[config.mk]
export PLATFORM = sky130hd
export DESIGN_NAME = id_ex_skid
export DESIGN_NICKNAME = d
export VERILOG_FILES = /design/src/rtl/id_ex_pkg.sv /design/src/rtl/id_ex_slot.sv /design/src/rtl/id_ex_skid.sv
export SDC_FILE = /design/constraint.sdc
export NUM_CORES = 1
export LEC_CHECK = 0
export ABC_AREA = 1
export CORE_MARGIN = 4
export CORE_UTILIZATION = 40
export DETAILED_ROUTE_END_ITERATION = 10
export PLACE_DENSITY = 0.73
export SYNTH_ARGS = -nofsm -noshare
export SYNTH_HDL_FRONTEND = slang
export SYNTH_SLANG_ARGS = --single-unit
[constraint.sdc]
create_clock -name clk -period 3.1 [get_ports clk]
set_input_delay 0.775 -clock clk [delete_from_list [all_inputs] [get_ports clk]]
set_output_delay 0.775 -clock clk [all_outputs]
set_load 0.005 [all_outputs]
[src/rtl/id_ex_pkg.sv]
// Shared constants for the ID->EX skid buffer: default widths, the bubble
// opcode and the 2-bit occupancy/state encoding.
package id_ex_pkg;

    localparam int XLEN_DEF = 32;
    localparam int OPW_DEF  = 7;
    localparam int RAW_DEF  = 5;

    // Opcode value that marks a bubble; such entries are never stored.
    localparam int OP_NOP = 0;

    typedef logic [1:0] occ_t;

    // State encoding doubles as the occupancy count driven on occ.
    localparam logic [1:0] ST_EMPTY = 2'd0;
    localparam logic [1:0] ST_ONE   = 2'd1;
    localparam logic [1:0] ST_FULL  = 2'd2;

endpackage

[src/rtl/id_ex_slot.sv]
// Single payload register with synchronous clear (clear wins over load).
module id_ex_slot #(
    parameter int W = 8
) (
    input  logic         clk,
    input  logic         rst,
    input  logic         clr,
    input  logic         ld,
    input  logic [W-1:0] d,
    output logic [W-1:0] q
);

    always_ff @(posedge clk) begin
        if (rst || clr) begin
            q <= '0;
        end else if (ld) begin
            q <= d;
        end
    end

endmodule

[src/rtl/id_ex_skid.sv]
// Two-entry ID->EX pipeline register with skid slot. id_ready depends only
// on registered state, so ex_ready never reaches the upstream handshake.
//
// Handshake: a transfer happens on a posedge where valid and ready are both 1;
// valid never depends on ready, and ready never depends on valid in the same cycle.
module id_ex_skid
    import id_ex_pkg::*;
#(
    parameter int XLEN    = XLEN_DEF,
    parameter int OPW     = OPW_DEF,
    parameter int RAW     = RAW_DEF,
    parameter int ZERO_X0 = 1
) (
    input  logic            clk,
    input  logic            rst,
    input  logic            flush,
    input  logic            id_valid,
    output logic            id_ready,
    input  logic [OPW-1:0]  id_t,
    input  logic [2:0]      id_st,
    input  logic            id_sst,
    input  logic [XLEN-1:0] id_n1,
    input  logic [XLEN-1:0] id_n2,
    input  logic [RAW-1:0]  id_wa,
    input  logic            id_we,
    output logic            ex_valid,
    input  logic            ex_ready,
    output logic [OPW-1:0]  ex_t,
    output logic [2:0]      ex_st,
    output logic            ex_sst,
    output logic [XLEN-1:0] ex_n1,
    output logic [XLEN-1:0] ex_n2,
    output logic [RAW-1:0]  ex_wa,
    output logic            ex_we,
    output logic [1:0]      occ
);

    localparam int PW = OPW + 3 + 1 + 2 * XLEN + RAW + 1;

    logic [1:0]    state;
    logic [1:0]    state_nxt;
    logic          store;
    logic          consume;
    logic          we_in;
    logic [PW-1:0] in_payload;
    logic [PW-1:0] main_d;
    logic [PW-1:0] main_q;
    logic [PW-1:0] skid_q;
    logic          main_ld;
    logic          main_clr;
    logic          main_sel_skid;
    logic          skid_ld;
    logic          skid_clr;

    assign id_ready = (state != ST_FULL);
    assign ex_valid = (state != ST_EMPTY);
    assign occ      = state;

    // Writes to x0 are architecturally void, so drop the enable at the source.
    assign we_in      = id_we & ((ZERO_X0 == 0) || (id_wa != '0));
    assign in_payload = {id_t, id_st, id_sst, id_n1, id_n2, id_wa, we_in};

    assign store   = id_valid & id_ready & ~flush & (id_t != OPW'(OP_NOP));
    assign consume = ex_valid & ex_ready;

    always_comb begin
        state_nxt     = state;
        main_ld       = 1'b0;
        main_clr      = 1'b0;
        main_sel_skid = 1'b0;
        skid_ld       = 1'b0;
        skid_clr      = 1'b0;
        if (flush) begin
            state_nxt = ST_EMPTY;
            main_clr  = 1'b1;
            skid_clr  = 1'b1;
        end else begin
            case (state)
                ST_EMPTY: begin
                    if (store) begin
                        state_nxt = ST_ONE;
                        main_ld   = 1'b1;
                    end
                end
                ST_ONE: begin
                    if (store && !consume) begin
                        state_nxt = ST_FULL;
                        skid_ld   = 1'b1;
                    end else if (store && consume) begin
                        main_ld = 1'b1;
                    end else if (consume) begin
                        // Clearing MAIN keeps ex_* at zero while nothing is presented.
                        state_nxt = ST_EMPTY;
                        main_clr  = 1'b1;
                    end
                end
                ST_FULL: begin
                    if (consume) begin
                        state_nxt     = ST_ONE;
                        main_ld       = 1'b1;
                        main_sel_skid = 1'b1;
                        skid_clr      = 1'b1;
                    end
                end
                default: begin
                    state_nxt = ST_EMPTY;
                    main_clr  = 1'b1;
                    skid_clr  = 1'b1;
                end
            endcase
        end
    end

    assign main_d = main_sel_skid ? skid_q : in_payload;

    always_ff @(posedge clk) begin
        if (rst) begin
            state <= ST_EMPTY;
        end else begin
            state <= state_nxt;
        end
    end

    id_ex_slot #(.W(PW)) u_main (
        .clk (clk),
        .rst (rst),
        .clr (main_clr),
        .ld  (main_ld),
        .d   (main_d),
        .q   (main_q)
    );

    id_ex_slot #(.W(PW)) u_skid (
        .clk (clk),
        .rst (rst),
        .clr (skid_clr),
        .ld  (skid_ld),
        .d   (in_payload),
        .q   (skid_q)
    );

    assign {ex_t, ex_st, ex_sst, ex_n1, ex_n2, ex_wa, ex_we} = main_q;

endmodule

# Word level (Yosys, flattened, before mapping)
# Index checks and enable logic that the tools add are counted.
dict set report classes {
  eq_ne 7
  mux 24
  bitwise 6
  reduce_logical 13
}
# operator n
set ops {}
lappend ops {{$mux 81} 1}
lappend ops {{$mux 1} 14}
lappend ops {{$mux 2} 5}
lappend ops {{$reduce_bool 7->1} 1}
lappend ops {{$ne 2x2->1 const B} 3}
lappend ops {{$ne 3x3->1 const B} 2}
lappend ops {{$pmux 2 s3} 1}
lappend ops {{$reduce_or 2->1} 3}
lappend ops {{$and 1x1->1} 5}
lappend ops {{$reduce_bool 5->1} 1}
lappend ops {{$pmux 1 s2} 2}
lappend ops {{$reduce_and 4->1} 1}
lappend ops {{$pmux 1 s3} 1}
lappend ops {{$eq 2x1->1 const B} 1}
lappend ops {{$eq 2x2->1 const B} 1}
lappend ops {{$logic_and 1x1->1} 2}
lappend ops {{$logic_not 2->1} 1}
lappend ops {{$logic_or 1x1->1} 2}
lappend ops {{$reduce_bool 2->1} 1}
lappend ops {{$logic_not 1->1} 1}
lappend ops {{$not 1->1} 1}
dict set report word_totals {
  regBits 164
  input_bits 86
  out_inout_bits 85
  wordCells 53
}

# Depth between registers and ports, before layout
# Gate-level depths: netlist of the first run.
dict set report depth {
  ltp_word 10
  ltp_mapped 10
}

# By module
# Synthesis of the first run repeated with hierarchy kept, for this count alone.
dict set report hier_totals {
  cells_unflattened 1339
  hier_area_um2 8066.5
}
# module instances cells_per_inst area_per_inst_um2 seq_area_each_um2
set by_module_without_submodules {}
lappend by_module_without_submodules {id_ex_slot 2 513 3342.0 1621.6}
lappend by_module_without_submodules {id_ex_skid 1 313 1382.6 40.0}

# Least setup slack after synthesis of the first run
# No wires, ideal clock.
dict set report synth_path {
  kind {in2reg}
  startpoint {input flush}
  endpoint {register u_main.q[72]}
  t_arrival_ns 1.920
  path_slack_ns 1.065
  cell_stages 9
  cell_sequence {inv_1 buf_4 nand2_1 nor2_2 buf_2 buf_1 nand3_1 nand2_1 nor2_1}
}
dict set report synth_between {
  elab_chain_cells 9
  word_cells_on_any_way 17
  cone_classes {mux: 11; bitwise: 3; reduce/logical: 3}
}
# item line
set synth_lines {}
lappend synth_lines {{start, declared} id_ex_skid.sv:16} ;# input logic flush,
lappend synth_lines {{$not 1->1} id_ex_skid.sv:63} ;# assign store = id_valid & id_ready & ~flush & (id_t != OPW'(OP_NOP));
lappend synth_lines {{$and 1x1->1 (2 in a row)} id_ex_skid.sv:63}
lappend synth_lines {{$logic_and 1x1->1} id_ex_skid.sv:89} ;# end else if (store && consume) begin
lappend synth_lines {{$mux 1} id_ex_skid.sv:89}
lappend synth_lines {{$mux 1} id_ex_skid.sv:86} ;# if (store && !consume) begin
lappend synth_lines {{$pmux 1 s2} id_ex_skid.sv:78} ;# case (state)
lappend synth_lines {{$mux 1} id_ex_skid.sv:73} ;# if (flush) begin
lappend synth_lines {{$logic_or 1x1->1} id_ex_slot.sv:14} ;# if (rst || clr) begin
lappend synth_lines {{end signal, assigned} id_ex_slot.sv:15} ;# q <= '0;
lappend synth_lines {{end signal, assigned} id_ex_slot.sv:17} ;# q <= d;
lappend synth_lines {{end, declared} id_ex_slot.sv:10} ;# output logic [W-1:0] q
# Parallel ways exist; a longest one is shown, timed or not.
# A chain may end at the register's enable or synchronous reset.

# Worst setup path in the final report of the first run
dict set report layout_path {
  startpoint {input id_t[5]}
  endpoint {register u_skid.q[43]}
}
dict set report layout_between {
  elab_chain_cells 6
}
# item line
set layout_lines {}
lappend layout_lines {{start, declared} id_ex_skid.sv:19} ;# input logic [OPW-1:0] id_t,
lappend layout_lines {{$reduce_bool 7->1} id_ex_skid.sv:63}
lappend layout_lines {{$and 1x1->1} id_ex_skid.sv:63}
lappend layout_lines {{$logic_and 1x1->1} id_ex_skid.sv:86}
lappend layout_lines {{$mux 1} id_ex_skid.sv:86}
lappend layout_lines {{$mux 1} id_ex_skid.sv:78}
lappend layout_lines {{$mux 1} id_ex_skid.sv:73}
lappend layout_lines {{end signal, assigned} id_ex_slot.sv:15}
lappend layout_lines {{end signal, assigned} id_ex_slot.sv:17}
lappend layout_lines {{end, declared} id_ex_slot.sv:10}
# Every way passes these cells.

==> summary.md, run 1 <==
| Metric | Value |
|---|---|
| Unrepaired setup endpoints after global routing | `no` |
| Least-Margin Pin Slew | `0.932 ns` |
| Slew headroom | `37.8%` |
| CTS clk-pin slew, worst paths | `0.06 ns` |
| Root buf cell | `clkbuf_16` |
| Yosys top cell by area | `dfxtp_1` |
| Vert. Die Dim | `151 um` |
| Die Wd | `151 um` |
| Slowest CP cell | `buf_4` |
| Met3 wire length | `1.89 mm` |
| Post-Syn Area | `8230 sq um` |
| # DRC | `0` |
| Antenna viol nets, final | `0` |
| Yosys top cell area share | `39.9%` |
| Fmax | `0.405 GHz` |
| Vias in the first global route | `7801` |
| GRT overflow | `0` |
| Htree depth | `4` |
| Synthesis warning total | `0` |
| WP depth | `7` |
| GRT Resource Usage Total | `20.9%` |
| WP buf/inv | `2` |
| Resize count post-CTS | `0` |
| Gpl congestion | `0.774` |
| Hold Fails Final Rpt | `0` |
| Synth area leaders | `dfxtp_1, nand2_1, nand4_1, a21boi_0, nand3_1` |
| Status | `complete, no violations` |
| Hold Crit Depth | `2` |
| Synthesized Nets | `1302` |
| Max IR drop VDD | `0.000363 V` |
| Syn Area/Cell | `6.77 sq um` |
| Hold WC Path Type | `register to register` |
| Antenna Cells | `0` |
| Final Cycle Share | `79.7%` |
| Max Root-Sink Buffers | `2` |
| Worst Hold Path EP | `u_skid.q[49]` |
| Worst skew pair latency | `0.42 ns` |
| CP Cell Sequence | `clkdlybuf4s50_1, nor2_1, nand4_1, nand3_4, buf_4, nand2_1, a21boi_0` |
| Slew Limit Fails | `0` |
| First DRT Iteration DRCs | `532` |
| Power Internal | `3.70 mW` |
| Initial antenna violation count | `0` |
| Top_reg_cell synth | `dfxtp_1` |
| Nets@finish | `1394` |
| Synth cell types | `23` |
| Clock skew | `0.0159 ns` |
| Die Area | `22900 sq um` |
| DP Cell Count | `1559` |
| DR pass1 iterations | `7` |
| Crit path DAT | `2.81 ns` |
| P per Cell Area | `456 nW/um^2` |
| Yosys reg bits | `164` |
| Number of buffers added on ports | `170` |
| Post-synth ARST share | `0%` |
| Layout cells sized above 1 | `4.62%` |
| Vias per cell | `5.31` |
| Final setup violation count | `0` |
| NetSw | `1.20 mW` |
| Commonest cells post-synth | `nand2_1, dfxtp_1, nand4_1, nor2_1, inv_1` |
| Leakage | `4.12 nW` |
| Part of the power in combinational logic | `11.7%` |
| Sequential fraction of the synthesis area | `39.9%` |
| CP delay by family, top | `buffers and inverters` |
| Post-Syn Instances | `1216` |
| CTS tree | `yes` |
| Crit Path Category | `input port to register` |
| CTS Hold Bufs | `0` |
| Top sig layer | `met4` |
| Clock Power Share | `44.4%` |
| Reg2reg setup slack | `0.80 ns` |
| Met1 wire length | `10.7 mm` |
| Reg2reg end | `u_main.q[0]` |
| Initial core utilization | `40.7%` |
| Max-cap viol count | `0` |
| Post-synth EDFFs | `0` |
| Sequential share of power | `43.9%` |
| Routed wire length | `24.3 mm` |
| Post-CTS Setup Inserts | `0` |
| CTS Buf Count | `17` |
| Area growth, synth to finish | `30.3%` |
| CP peak stage delay | `0.56 ns` |
| Tmin final | `2.47 ns` |
| Cell row count | `52` |
| Fin Setup TNS | `0 ns` |
| Sw Ratio | `24.4%` |
| CP endpoint kind | `register` |
| DR WL/cell | `15.3 um` |
| Count leader, synth | `nand2_1` |
| Metal2 WL | `11.5 mm` |
| Clk sink count | `164` |
| Largest net degree at the start of global routing | `164` |
| FF-to-FF path depth | `10` |
| CP Launch Type | `input port` |
| Hpwl dp | `14.2 mm` |
| Core ar. | `20200 sq um` |
| Reg2reg start | `occ[1]` |
| First-pass GRT wire length | `39.3 mm` |
| Worst EP required | `3.44 ns` |
| Ports | `171` |
| Critical path peak fanout | `60` |
| Hold path startpoint | `u_skid.q[49]` |
| Fin cells | `1591` |
| Total number of vias | `8451` |
==> per-stage QoR <==
step / setup WS (ns) / hold slack (ns) / power, mW / area [sq um] / utilization, %
final: 0.629 / 0.464 / 4.90 / 10700 / 53.0
after global routing: 0.457 / 0.484 / 5.10 / 10700 / 53.0
after CTS: 0.662 / 0.465 / 4.94 / 10700 / 53.0
after detailed placement: 0.199 / 0.455 / 2.77 / 10100 / 50.1
after global placement: 0.279 / 0.448 / 2.76 / 10100 / 50.1
after floorplan: 1.06 / 0.441 / 2.50 / 8230 / -
==> cell type report <==
| class | count | area (sq um) |
|---|---|---|
| inverters | 89 | 334 |
| clock inverters | 8 | 125 |
| clock buffers | 24 | 472 |
| flip-flops and latches | 164 | 3280 |
| multi-input cells | 845 | 4180 |
| well taps | 270 | 338 |
| fillers | 1938 | 9510 |
| repair buffers | 191 | 1990 |
==> state kept, by name (all words and copies together), names as in the netlist <==
| name | flops |
|---|---|
| u_main.q | 81 |
| u_skid.q | 81 |
| occ | 2 |
==> routing by layer <==
| metal | track usage [%] | up-vias |
|---|---|---|
| met5 | 0 | - |
| met4 | 5.30 | 0 |
| met3 | 6.55 | 24 |
| met2 | 32.8 | 270 |
| met1 | 27.8 | 3913 |
| li1 | - | 4244 |
==> logic make-up after synthesis <==
| logic type | synth area share (%) |
|---|---|
| buffers and inverters | 9.94 |
| AO/OA/AOI/OAI | 12.8 |
| flip-flops | 39.9 |
| AND/OR/NAND/NOR | 37.4 |
==> power groups by stage <==
stage	Clock, mW	Sequential (mW)	Combinational [mW]
6_report	2.18	2.15	0.572
5_1_grt	2.32	2.15	0.631
4_1_cts	2.22	2.15	0.575
3_5_place_dp	0	2.19	0.572
3_3_place_gp	0	2.19	0.570
2_1_floorplan	0	2.20	0.300
==> worst max path at each step <==
stage / endpoint / slack, ns / from
finish: u_skid.q[43] / 0.63 / id_t[5]
global route: u_main.q[0] / 0.46 / flush
CTS: u_skid.q[43] / 0.66 / id_t[5]
detailed placement: u_skid.q[43] / 0.20 / id_t[5]
global placement: u_main.q[0] / 0.28 / flush
floorplan: u_main.q[72] / 1.06 / flush
==> tightest hold or removal path, delay by kind of cell (launching register included) <==
kind / cells / cell delay (ns)
and+or+nand+nor: 1 / 0.06
DFF: 1 / 0.31
AOI/OAI and AO/OA: 1 / 0.05
==> cell usage in the layout, fill, tap and decap left out, drive strengths merged <==
cell type      synthesis  final
buf                   47     22
nand2                337    337
clkinv                 0      4
nor2                  95     95
a21oi                 84     84
or2                    1      1
nand3                 83     83
a21boi                81     81
nand4                161    161
clkinvlp               0      1
clkbuf                71     24
clkdlybuf4s50          0    169
inv                   89     89
o21ai                  2      2
dfxtp                164    164
bufinv                 0      3
nor3                   1      1
No activity file was read; power rests on OpenSTA's default activity.
==> inputs of run 2 (changes only) <==
clock period = 2.3 ns   (was 3.1 ns; I/O delays follow)
==> run 2 against run 1 <==
Net effect:
- design area is 2.8% higher
- combinational power is 42% higher
- sequential share of layout area is 0.84 points lower
- flip-flop and latch count stayed put
- count of clock-buffer cells in the layout is 1 lower
- final cell count is 1.6% higher
- routed wire length is 1.4% higher
- non-clock buffer count is 27 higher
- core utilization is 1.5 points higher
- critical path depth is 3 lower
- register-to-register slack worse by 0.52 ns
- largest power group is now sequential cells
- highest routed layer unchanged
==> summary.md, run 2 (synthesis gave the netlist of run 1 again) <==
| Metric | Value |
|---|---|
| Tmin final | `2.19 ns` |
| DR pass1 iterations | `5 (-2)` |
| DR WL/cell | `15.3 um (-0.18%)` |
| Die Wd | `151 um (unchanged)` |
| Hpwl dp | `15.1 mm (+6.9%)` |
| GRT overflow | `0 (unchanged)` |
| CP Launch Type | `register` |
| CTS clk-pin slew, worst paths | `0.06 ns (about the same)` |
| Routed wire length | `24.7 mm (+1.4%)` |
| Final Cycle Share | `95.0%` |
| Clk sink count | `164 (unchanged)` |
| Max-cap viol count | `0 (unchanged)` |
| Ports | `171 (unchanged)` |
| Max IR drop VDD | `0.000530 V (+46%)` |
| Layout cells sized above 1 | `6.46% (+1.8 points)` |
| Largest net degree at the start of global routing | `90 (-45%)` |
| Vert. Die Dim | `151 um (unchanged)` |
| Core ar. | `20200 sq um (unchanged)` |
| Critical path peak fanout | `5 (-92%)` |
| CTS tree | `yes` |
| Antenna Cells | `0 (unchanged)` |
| Worst skew pair latency | `0.43 ns (about the same)` |
| First-pass GRT wire length | `40.6 mm (+3.4%)` |
| PnR worst setup slack | `0.115 ns (-0.515 ns)` |
| P per Cell Area | `600 nW/um^2 (+31%)` |
| Design Area, Final | `11000 sq um (+2.8%)` |
| Nets@finish | `1421 (+1.9%)` |
| Antenna viol nets, final | `0 (unchanged)` |
| Slew headroom | `59.4% (+22 points)` |
| Leakage | `4.29 nW (+4.1%)` |
| Fmax | `0.458 GHz` |
| Gpl congestion | `0.799 (+3.2%)` |
| GRT Resource Usage Total | `21.7% (+0.84 points)` |
| Htree depth | `4 (unchanged)` |
| First DRT Iteration DRCs | `530 (-0.38%)` |
| CTS Hold Bufs | `0 (unchanged)` |
| Root buf cell | `clkbuf_16` |
| Hold_ws | `0.462 ns (-0.00196 ns)` |
| Vias in the first global route | `8182 (+4.9%)` |
| Status | `complete, no violations` |
| Clock skew | `0.0106 ns (-0.00535 ns)` |
| Max Root-Sink Buffers | `2 (unchanged)` |
| Least-Margin Pin Slew | `0.608 ns (-0.324 ns)` |
| Die Area | `22900 sq um (unchanged)` |
| Most frequent cells in the layout | `nand2_1, clkdlybuf4s50_1, dfxtp_1` |
| CP endpoint kind | `primary output` |
| Crit Path Category | `register to primary output` |
| Initial core utilization | `40.7% (unchanged)` |
| Dpl cell area | `10400 sq um (+3.0%)` |
| Hold Fails Final Rpt | `0 (unchanged)` |
| Cell row count | `52 (unchanged)` |
| Slew Limit Fails | `0 (unchanged)` |
| Unrepaired setup endpoints after global routing | `no` |
| Total number of vias | `8603 (+1.8%)` |
| Vias per cell | `5.32 (+0.16%)` |
| Crit path DAT | `1.61 ns (-1.20 ns)` |
| Worst EP required | `1.73 ns (-1.71 ns)` |
| CTS Buf Count | `17 (unchanged)` |
| Area growth, synth to finish | `34.0%` |
| Initial antenna violation count | `0 (unchanged)` |
| Final setup violation count | `0 (unchanged)` |
| Reg2reg setup slack | `0.28 ns (-0.52 ns)` |
| Commonest non-fill, non-tap cell in the layout | `nand2_1` |
| Post-Place Worst Slack | `-0.137 ns (-0.336 ns)` |
| Hold WC Path Type | `register to register` |
| Number of buffers added on ports | `170 (unchanged)` |
| # DRC | `0 (unchanged)` |
run 2: changes by cell type in the layout (fill, tap and decap cells not counted), sizes merged:
cell	before	now
clkbuf	24	23
inv	89	90
clkinvlp	1	0
buf	22	49
run 2: routing by layer:
layer / track usage (%) / wire, um / vias to the layer above
li1: - / - / 4294
met1: 28.9 / 10900 / 3993
met2: 34.2 / 11400 / 292
met3: 6.52 / 2060 / 24
met4: 5.94 / 284 / 0
met5: 0 / 0 / -
run 2: cell type report:
type / instances / area, sq um
repair buffers: 218 / 2310
flip-flops and latches: 164 / 3280
multi-input cells: 845 / 4180
inverters: 89 / 334
clock inverters: 8 / 126
fillers: 1952 / 9210
clock buffers: 23 / 458
well taps: 270 / 338
run 2: critical path, cell delays in order, from the launching register on:
cell	delay (ns)
dfxtp_1	0.45
inv_2	0.10
nor2_4	0.12
inv_1	0.04
clkdlybuf4s50_1	0.47
run 2: timing repair:
action,CTS,global route
endpoints found under the setup margin,1,0
setup buffers,1,0
gates resized for setup,0,0
run 2: stage by stage:
stage	total power [mW]	util [%]	cells	TNS (ns)
2_1_floorplan	3.36	-	1216	0
5_1_grt	6.89	54.5	1617	0
4_1_cts	6.68	54.5	1617	0
3_5_place_dp	3.78	51.6	1585	-12.39
3_3_place_gp	3.77	51.6	1585	-6.39
6_report	6.61	54.5	1617	0
run 2: report_power, final:
part / internal [mW] / switching (mW) / total (mW)
sequential: 2.88 / 0.0202 / 2.90
clock: 1.74 / 1.16 / 2.90
combinational: 0.379 / 0.437 / 0.815
run 2: worst paths after layout:
path,start,endpoint,cells after the start
worst min-delay path,u_skid.q[50],u_skid.q[50],2
worst max-delay path,occ[1],id_ready,4
worst max register to register,occ[1],u_main.q[45],10
worst min register to register,u_skid.q[50],u_skid.q[50],2
==> inputs of run 3 (changes only) <==
==> constraint.sdc (replaced) <==
create_clock -name clk -period 2.3 [get_ports clk]
set_input_delay 0.23 -clock clk [delete_from_list [all_inputs] [get_ports clk]]
set_output_delay 0.23 -clock clk [all_outputs]
set_load 0.005 [all_outputs]
==> run 3 against run 2 <==
Net effect:
- first-iteration DRC count rose by 6.4%
- final cell count fell by 1.4%
- maximum frequency barely moved
- global-route usage fell by 0.33 points
- flip-flop and latch count did not move
- register-to-register slack improved by 0.06 ns
- setup slack improved by 0.0020 ns
- combinational power fell by 4.3%
- sequential power barely moved
- critical path depth rose by 1
==> summary.md, run 3 (synthesis gave the netlist of run 1 again) <==
| Metric | Value |
|---|---|
| Status | `complete, no violations` |
| Fillers | `1951 (-0.051%)` |
| Fmax | `0.458 GHz (about the same)` |
| Area used by multi-input combinational logic | `4180 sq um (unchanged)` |
| Clk sink count | `164 (unchanged)` |
| Antenna Cells | `0 (unchanged)` |
| Gpl congestion | `0.775 (-3.0%)` |
| Hpwl dp | `15.0 mm (-0.67%)` |
| Core ar. | `20200 sq um (unchanged)` |
| Number of buffers added on ports | `170 (unchanged)` |
| CTS clk-pin slew, worst paths | `0.06 ns (about the same)` |
| Htree depth | `4 (unchanged)` |
| Max IR drop VDD | `0.000459 V (-14%)` |
| First-pass GRT wire length | `40.2 mm (-1.1%)` |
| Final Cycle Share | `94.9% (about the same)` |
| DR pass1 iterations | `5 (unchanged)` |
| GRT overflow | `0 (unchanged)` |
| Crit Path Category | `register to primary output` |
| Largest net degree at the start of global routing | `95 (+5.6%)` |
| Worst EP required | `2.07 ns (+0.34 ns)` |
| CTS Buf Count | `17 (unchanged)` |
| Worst skew pair latency | `0.41 ns (-0.02 ns)` |
| Root buf cell | `clkbuf_16` |
| Most frequent cells in the layout | `nand2_1, clkdlybuf4s50_1, dfxtp_1` |
| Die Area | `22900 sq um (unchanged)` |
| Commonest non-fill, non-tap cell in the layout | `nand2_1` |
| Initial core utilization | `40.7% (unchanged)` |
| Hold Fails Final Rpt | `0 (unchanged)` |
| Routed wire length | `24.4 mm (-1.0%)` |
| DR WL/cell | `15.3 um (+0.34%)` |
| CP endpoint kind | `primary output` |
| Nets@finish | `1399 (-1.5%)` |
| CP Launch Type | `register` |
| Slew Limit Fails | `0 (unchanged)` |
| Cell row count | `52 (unchanged)` |
| Resize count post-CTS | `0 (unchanged)` |
| CTS tree | `yes` |
| # DRC | `0 (unchanged)` |
| Critical path peak fanout | `49 (+44)` |
| Die Wd | `151 um (unchanged)` |
| Unrepaired setup endpoints after global routing | `no` |
| CP Cell Sequence | `inv_2, nor2_4, buf_12, inv_1, clkdlybuf4s50_1` |
| Post-CTS Setup Inserts | `0 (-1)` |
| CP peak stage delay | `0.46 ns (about the same)` |
| Hold WC Path Type | `input port to register` |
| Clock skew | `0.00985 ns (-0.000716 ns)` |
| Vert. Die Dim | `151 um (unchanged)` |
| Vias in the first global route | `7892 (-3.5%)` |
| CTS Hold Bufs | `0 (unchanged)` |
| Register area | `3280 sq um (unchanged)` |
| Tmin final | `2.18 ns (-0.00197 ns)` |
| Final setup violation count | `0 (unchanged)` |
| Crit path DAT | `1.95 ns (+0.34 ns)` |
| Fin Setup TNS | `0 ns (unchanged)` |
| Slowest CP cell | `dfxtp_1` |
| Total power | `6.36 mW (-3.9%)` |
| Total number of vias | `8478 (-1.5%)` |
| Slew headroom | `61.3% (+1.9 points)` |
| First DRT Iteration DRCs | `564 (+6.4%)` |
| Max Root-Sink Buffers | `2 (unchanged)` |
| Least-Margin Pin Slew | `0.580 ns (-0.0285 ns)` |
| Ports | `171 (unchanged)` |
| P per Cell Area | `590 nW/um^2 (-1.6%)` |
| Vias per cell | `5.32 (about the same)` |
| Layout cells sized above 1 | `5.21% (-1.3 points)` |
| Max-cap viol count | `0 (unchanged)` |
| Antenna viol nets, final | `0 (unchanged)` |
| Initial antenna violation count | `0 (unchanged)` |
| Area growth, synth to finish | `30.9%` |
| Leakage | `4.14 nW (-3.4%)` |
| GRT Resource Usage Total | `21.4% (-0.33 points)` |
run 3: cell types whose count changed in the layout (fill, tap and decap cells not counted), sizes merged:
cell | before | now
buf | 49 | 27
bufinv | 3 | 0
clkinvlp | 0 | 3
clkbuf | 23 | 24
clkinv | 4 | 3
run 3: power breakdown:
part	total, mW	switching [mW]	internal, mW
sequential	2.90	0.0201	2.88
combinational	0.780	0.431	0.349
clock	2.68	1.13	1.55
total	6.36	1.58	4.77
run 3: stage by stage:
step / hold WS (ns) / instances / cell area (sq um) / utilization (%) / setup slack (ns)
2_1_floorplan: 0.371 / 1216 / 8230 / - / 0.726
6_report: 0.379 / 1595 / 10800 / 53.2 / 0.117
5_1_grt: 0.404 / 1595 / 10800 / 53.2 / 0.0241
4_1_cts: 0.360 / 1595 / 10800 / 53.2 / 0.0829
3_5_place_dp: 0.454 / 1564 / 10200 / 50.5 / 0.185
3_3_place_gp: 0.448 / 1564 / 10200 / 50.5 / 0.252
run 3: final timing paths:
path,start,to,slack [ns],depth (start not counted)
worst max-delay path,occ[1],id_ready,0.12,5
worst min-delay path,ex_ready,occ[1],0.38,4
worst max register to register,occ[1],u_main.q[28],0.34,11
worst min register to register,u_skid.q[46],u_skid.q[46],0.46,2
run 3: routing by layer:
layer	up-vias	GRT usage, %	share of wire (%)
met5	-	0	0
met4	0	4.76	0.67
met3	12	6.01	8.2
met2	284	33.7	46
met1	3930	29.1	45
li1	4252	-	-
run 3: final cells by class:
class / instances / area share, %
clock buffers: 24 / 4.75
clock inverters: 7 / 0.430
inverters: 89 / 3.10
multi-input cells: 845 / 38.8
flip-flops and latches: 164 / 30.5
well taps: 270 / 3.14
repair buffers: 196 / 19.3
run 3: worst max-delay path: cells and delay by family (launching register included):
kind,cells,cell delay [ns]
buf+inv,4,0.90
flops,1,0.46
simple gates,1,0.17
